--- src/rtl/thresholding_dwc_pkg.sv ---
// Shared types and elaboration helpers for the thresholding stream width converter.
package thresholding_dwc_pkg;

    typedef enum logic [1:0] {DWC_DOWN, DWC_UP, DWC_EQ} dwc_mode_e;
    typedef enum logic {EMPTY, HOLD} dwc_state_e;

    // AXI-stream tdata is padded up to a whole number of bytes.
    function automatic int unsigned padded_width(input int unsigned n);
        return ((n + 7) / 8) * 8;
    endfunction

    function automatic dwc_mode_e dwc_mode(input int unsigned in_pe, input int unsigned out_pe);
        if (in_pe > out_pe) return DWC_DOWN;
        if (out_pe > in_pe) return DWC_UP;
        return DWC_EQ;
    endfunction

    function automatic int unsigned dwc_ratio(input int unsigned in_pe, input int unsigned out_pe);
        return (in_pe >= out_pe) ? in_pe / out_pe : out_pe / in_pe;
    endfunction

endpackage

--- src/rtl/thresholding_dwc.sv ---
// Repacks an IN_PE-element AXI stream into OUT_PE elements per beat, lane 0 at the LSB.
// Optional frame tlast generation is enabled by defining THRESH_DWC_TLAST_EN.
module thresholding_dwc
    import thresholding_dwc_pkg::*;
#(
    parameter int unsigned ELEM_WIDTH  = 8,
    parameter int unsigned IN_PE       = 4,
    parameter int unsigned OUT_PE      = 1,
    parameter int unsigned FRAME_ELEMS = 16
) (
    input  logic                                          ap_clk,
    input  logic                                          ap_rst,
    output logic                                          input_tready,
    input  logic                                          input_tvalid,
    input  logic [padded_width(IN_PE*ELEM_WIDTH)-1:0]     input_tdata,
    input  logic                                          output_tready,
    output logic                                          output_tvalid,
    output logic [padded_width(OUT_PE*ELEM_WIDTH)-1:0]    output_tdata
`ifdef THRESH_DWC_TLAST_EN
    ,
    output logic                                          output_tlast
`endif
);

    localparam int unsigned IN_DW  = IN_PE * ELEM_WIDTH;
    localparam int unsigned OUT_DW = OUT_PE * ELEM_WIDTH;
    localparam int unsigned OUT_TW = padded_width(OUT_DW);
    localparam dwc_mode_e   MODE   = dwc_mode(IN_PE, OUT_PE);
    localparam int unsigned R      = dwc_ratio(IN_PE, OUT_PE);
    localparam int unsigned MAX_PE = (IN_PE > OUT_PE) ? IN_PE : OUT_PE;

    if ((IN_PE % OUT_PE != 0) && (OUT_PE % IN_PE != 0)) begin : g_bad_ratio
        $error("thresholding_dwc: IN_PE and OUT_PE must divide one another");
    end
    if (FRAME_ELEMS % MAX_PE != 0) begin : g_bad_frame
        $error("thresholding_dwc: FRAME_ELEMS must be a multiple of max(IN_PE,OUT_PE)");
    end

    logic [IN_DW-1:0]  in_data;
    logic              in_ready_c;
    logic              out_valid;
    logic [OUT_DW-1:0] out_data;

    assign in_data = input_tdata[IN_DW-1:0];

    if (MODE == DWC_DOWN) begin : g_down
        localparam int unsigned IDX_W = $clog2(R);
        dwc_state_e       state_q, state_d;
        logic [IDX_W-1:0] idx_q, idx_d;
        logic [IN_DW-1:0] word_q, word_d;
        logic             last_c, in_fire_c, out_fire_c;

        always_ff @(posedge ap_clk or posedge ap_rst) begin
            if (ap_rst) begin
                state_q <= EMPTY;
                idx_q   <= '0;
                word_q  <= '0;
            end else begin
                state_q <= state_d;
                idx_q   <= idx_d;
                word_q  <= word_d;
            end
        end

        // Held word shifts down one sub-word per output transfer, so lane 0 is always on the port.
        always_comb begin
            state_d    = state_q;
            idx_d      = idx_q;
            word_d     = word_q;
            last_c     = (idx_q == IDX_W'(R - 1));
            in_ready_c = (state_q == EMPTY) || (last_c && output_tready);
            in_fire_c  = input_tvalid && in_ready_c;
            out_fire_c = (state_q == HOLD) && output_tready;
            if (in_fire_c) begin
                state_d = HOLD;
                idx_d   = '0;
                word_d  = in_data;
            end else if (out_fire_c) begin
                word_d = word_q >> OUT_DW;
                if (last_c) begin
                    state_d = EMPTY;
                    idx_d   = '0;
                end else begin
                    idx_d = idx_q + IDX_W'(1);
                end
            end
        end

        assign out_valid = (state_q == HOLD);
        assign out_data  = word_q[OUT_DW-1:0];
    end else if (MODE == DWC_UP) begin : g_up
        localparam int unsigned CNT_W = $clog2(R);
        logic [CNT_W-1:0]  cnt_q, cnt_d;
        logic [OUT_DW-1:0] acc_q, acc_d, data_q, data_d;
        logic              valid_q, valid_d, in_fire_c;

        always_ff @(posedge ap_clk or posedge ap_rst) begin
            if (ap_rst) begin
                cnt_q   <= '0;
                acc_q   <= '0;
                data_q  <= '0;
                valid_q <= 1'b0;
            end else begin
                cnt_q   <= cnt_d;
                acc_q   <= acc_d;
                data_q  <= data_d;
                valid_q <= valid_d;
            end
        end

        // New beats enter at the top; after R beats the first one has reached lane 0.
        always_comb begin
            cnt_d      = cnt_q;
            acc_d      = acc_q;
            data_d     = data_q;
            valid_d    = valid_q;
            in_ready_c = !valid_q || output_tready;
            in_fire_c  = input_tvalid && in_ready_c;
            if (valid_q && output_tready) valid_d = 1'b0;
            if (in_fire_c) begin
                acc_d = {in_data, acc_q[OUT_DW-1:IN_DW]};
                if (cnt_q == CNT_W'(R - 1)) begin
                    cnt_d   = '0;
                    data_d  = acc_d;
                    valid_d = 1'b1;
                end else begin
                    cnt_d = cnt_q + CNT_W'(1);
                end
            end
        end

        assign out_valid = valid_q;
        assign out_data  = data_q;
    end else begin : g_eq
        logic [OUT_DW-1:0] data_q, data_d;
        logic              valid_q, valid_d;

        always_ff @(posedge ap_clk or posedge ap_rst) begin
            if (ap_rst) begin
                data_q  <= '0;
                valid_q <= 1'b0;
            end else begin
                data_q  <= data_d;
                valid_q <= valid_d;
            end
        end

        always_comb begin
            data_d     = data_q;
            valid_d    = valid_q;
            in_ready_c = !valid_q || output_tready;
            if (valid_q && output_tready) valid_d = 1'b0;
            if (input_tvalid && in_ready_c) begin
                data_d  = in_data;
                valid_d = 1'b1;
            end
        end

        assign out_valid = valid_q;
        assign out_data  = data_q;
    end

    assign input_tready  = in_ready_c;
    assign output_tvalid = out_valid;
    assign output_tdata  = OUT_TW'(out_data);

`ifdef THRESH_DWC_TLAST_EN
    localparam int unsigned FC_W = $clog2(FRAME_ELEMS + 1);
    logic [FC_W-1:0] frame_q;
    logic            frame_end_c;

    // frame_q counts elements already sent; the current beat ends the frame when it fills it.
    assign frame_end_c = (frame_q == FC_W'(FRAME_ELEMS - OUT_PE));

    always_ff @(posedge ap_clk or posedge ap_rst) begin
        if (ap_rst) begin
            frame_q <= '0;
        end else if (out_valid && output_tready) begin
            frame_q <= frame_end_c ? '0 : frame_q + FC_W'(OUT_PE);
        end
    end

    assign output_tlast = out_valid && frame_end_c;
`endif

endmodule

--- config.mk ---
export PLATFORM = sky130hd
export DESIGN_NAME = thresholding_dwc
export DESIGN_NICKNAME = d
export VERILOG_FILES = /design/src/rtl/thresholding_dwc_pkg.sv /design/src/rtl/thresholding_dwc.sv
export SDC_FILE = /design/constraint.sdc
export NUM_CORES = 1
export LEC_CHECK = 0
export ABC_AREA = 1
export CORE_ASPECT_RATIO = 0.6
export CORE_MARGIN = 2
export CORE_UTILIZATION = 44
export CTS_BUF_LIST = sky130_fd_sc_hd__clkbuf_4 sky130_fd_sc_hd__clkbuf_8 sky130_fd_sc_hd__clkbuf_16
export CTS_CLUSTER_DIAMETER = 120
export DETAILED_ROUTE_END_ITERATION = 6
export PLACE_DENSITY = 0.78
export REMOVE_ABC_BUFFERS = 1
export SLEW_MARGIN = 20
export SYNTH_ARGS = -nofsm -noshare
export SYNTH_HDL_FRONTEND = slang
export SYNTH_SLANG_ARGS = --single-unit
export TNS_END_PERCENT = 20
--- constraint.sdc ---
create_clock -name ap_clk -period 1.2 [get_ports ap_clk]
set_input_delay 0.12 -clock ap_clk [delete_from_list [all_inputs] [get_ports ap_clk]]
set_output_delay 0.12 -clock ap_clk [all_outputs]
set_load 0.01 [all_outputs]
==> metrics.csv <==
metric,value,unit
status,finished with violations,
failing checks,setup timing,
reg-to-reg endpoint,g_down.word_q[13]$_DFFE_PP0P_,
Setup Skew,0.00917,ns
cell total after placement,353,
worst rel slew slack,81.8,%
mux cell area share after synthesis,0,%
largest net degree at the start of global routing,36,
H-tree levels,2,
CP Launch Type,register,
number of I/O port buffers,45,
R2R depth,8,
CP endpoint,g_down.word_q[13]$_DFFE_PP0P_,
Mapped Area,1900,um2
Via-to-Cell Ratio,4.89,
drt first pass iters,4,
Combinational Power Share,51.7,%
synth-to-layout area growth,44.3,%
sequential area share after synthesis,46.0,%
"Data required, critical path",1.38,ns
"FFs w/ async S/R, synth",100,%
fraction of layout cells with a size suffix above 1,21.9,%
critical path class,register to register,
Setup Viol. Count Final,36,
Pwr Total,5660,uW
Worst setup EP type,register,
r2r startpoint,g_down.idx_q[1]$_DFFE_PP0P_,
actual slew at the worst max-slew pin,0.272,ns
Syn Inst Count,259,
"setup slack, reg-to-reg",-0.18,ns
simple-gate area share of the yosys netlist,32.6,%
sequential share of power,33.6,%
FMAX,723,MHz
fin nets,344,
Die H,54.9,um
maximum vdd drop,0.841,mV
clk slew on worst S/H paths,0.07,ns
final worst path period need,1.38,ns
post-DR wirelength/cell,13.6,um
DRT iter0 DRCs,107,
fin. max-slew vios,0,
FP Rows,18,
Critical Path Start,g_down.idx_q[1]$_DFFE_PP0P_,
Boundary Pins,46,
core area,4120,um2
initial antenna violation count,0,
leak pwr,0.00144,uW
"top cells by area, synth","dfrtp_1 (46%), nand2_1 (16%), nand3_1 (15%)",
Yosys warnings,0,
Hold Path Class,primary input to asynchronous set/reset pin,
cell with the most instances after synthesis,nand2_1,
"Remaining Overflow, GRT",0,
GRT Total Usage,20.5,%
XOR/XNOR share of the synthesized area,0,%
GPL Wtd Cong,0.802,
Net Sw Frac,40.9,%
NetSw,2310,uW
clk root buf,clkbuf_8,
initial core utilization,46.2,%
Clock Power Share,14.7,%
PwrDens,2060,nW/um2
synthesized-area fraction occupied by adder cells,0.657,%
endpoints failing hold,0,
Synth Flop Type,dfrtp_1,
chip width,88.9,um
Via Count,1789,
Max-Cap Viols,0,
number of synthesized flops with an enable pin,0,
Final Cycle Share,115,%
ANT cells,0,
first-pass GRT wire length,7450,um
RSZ-0062 raised after global routing,yes,
Routed WL,4980,um
Power Internal,3340,uW
post-route setup slack,-0.184,ns
total CTS buffers,5,
DRC Markers,0,
final std cells w/o fill,366,
Commonest cells post-synth,"nand2_1 (79), nand3_1 (57), inv_1 (49)",
DIE AREA,4880,um2
DP Wirelength,2870,um
number of synthesized register bits,35,
Clock Path Buffers,2,
"Arr. time, crit path",1.56,ns
post-route ant nets,0,
CTS Sinks,35,
CTS tree,done,
Yosys cell types,14,
Compound-Gate Fraction of Synth Area,2.37,%
largest family of logic cells by synthesized area,simple AND/OR/NAND/NOR gates,
post-placement setup slack,-0.292,ns
cell taking the most area after synthesis,dfrtp_1,
Synth top area share,46.0,%
setup_tns,-3.69,ns
crit-path max FO,6,
Synth Area per Inst,7.35,um2
vias in the first global route,1594,
clk_lat worst skew,0.29,ns
-- cell usage in the layout (no fill, tap or decap), drive strengths merged --
cell,synthesis,final
clkdlybuf4s50,0,35
ha,1,1
inv,51,51
o21ai,9,9
nand3,57,57
dfrtp,35,35
nand2,83,86
dlygate4sd2,0,9
clkbuf,0,7
buf,22,15
nor2,1,1
-- critical path, cell delays in order (launching register included) --
cell     delay (ns)
dfrtp_1        0.38
ha_2           0.20
nand2_2        0.06
nand2_4        0.11
buf_12         0.17
buf_12         0.13
nand3_4        0.06
nand3_2        0.09
nand2_2        0.06
-- cells by family after synthesis --
logic type / count (synthesis)
compound gates: 9
fa+ha+maj: 1
buf+inv: 73
flops: 35
simple gates: 141
-- per-stage QoR --
step                hold slack, ns  utilization (%)  area (um2)
floorplan                    0.267                -        1750
CTS                          0.180             62.1        2560
global route                 0.215             66.6        2750
detailed placement           0.466             58.1        2390
global placement             0.462             58.1        2390
finish                       0.172             66.6        2750
-- cell type report --
type	instances	area, um2
timing repair buffer	60	626
fill	343	1380
clock buffer	6	76.3
multi-input combinational	154	900
tap	60	75.1
sequential	35	876
inverter	51	194
-- timing repair --
item                       4_1_cts  5_1_grt
gates resized for setup         31       35
cloned                           2        2
buffers inserted                 3        0
setup endpoints to repair       44       36
hold buffers                     0        0
pin swaps                        6       10
-- sequential cells by signal (all words and copies together) (netlist names) --
signal         cells
g_down.word_q     32
output_tvalid      1
g_down.idx_q       2
-- worst min-delay path by stage --
stage | from | endpoint | slack [ns] | cells after the start
after floorplan | ap_rst | g_down.idx_q[0]$_DFFE_PP0P_ | 0.27 | 1
after global placement | g_down.word_q[8]$_DFFE_PP0P_ | g_down.word_q[8]$_DFFE_PP0P_ | 0.46 | 2
after detailed placement | g_down.word_q[8]$_DFFE_PP0P_ | g_down.word_q[8]$_DFFE_PP0P_ | 0.47 | 2
after CTS | ap_rst | g_down.word_q[3]$_DFFE_PP0P_ | 0.18 | 3
after global routing | ap_rst | g_down.idx_q[1]$_DFFE_PP0P_ | 0.22 | 3
final | ap_rst | g_down.word_q[3]$_DFFE_PP0P_ | 0.17 | 3
-- power groups by stage --
stage                     clock (uW)  sequential [uW]  combinational [uW]
after CTS                        837             1890                2460
after floorplan                    0             1940                1220
after detailed placement           0             1920                2280
after global placement             0             1910                2200
after global routing             879             1950                3220
final                            830             1900                2930
-- metal layers --
metal / routed length [um] / vias to the layer above / track usage [%]
li1: - / 880 / -
met1: 2220 / 829 / 28.8
met2: 2310 / 70 / 31.7
met3: 365 / 10 / 4.60
met4: 80 / 0 / 7.32
met5: 0 / - / 0
Power figures use the tool's default switching activity.
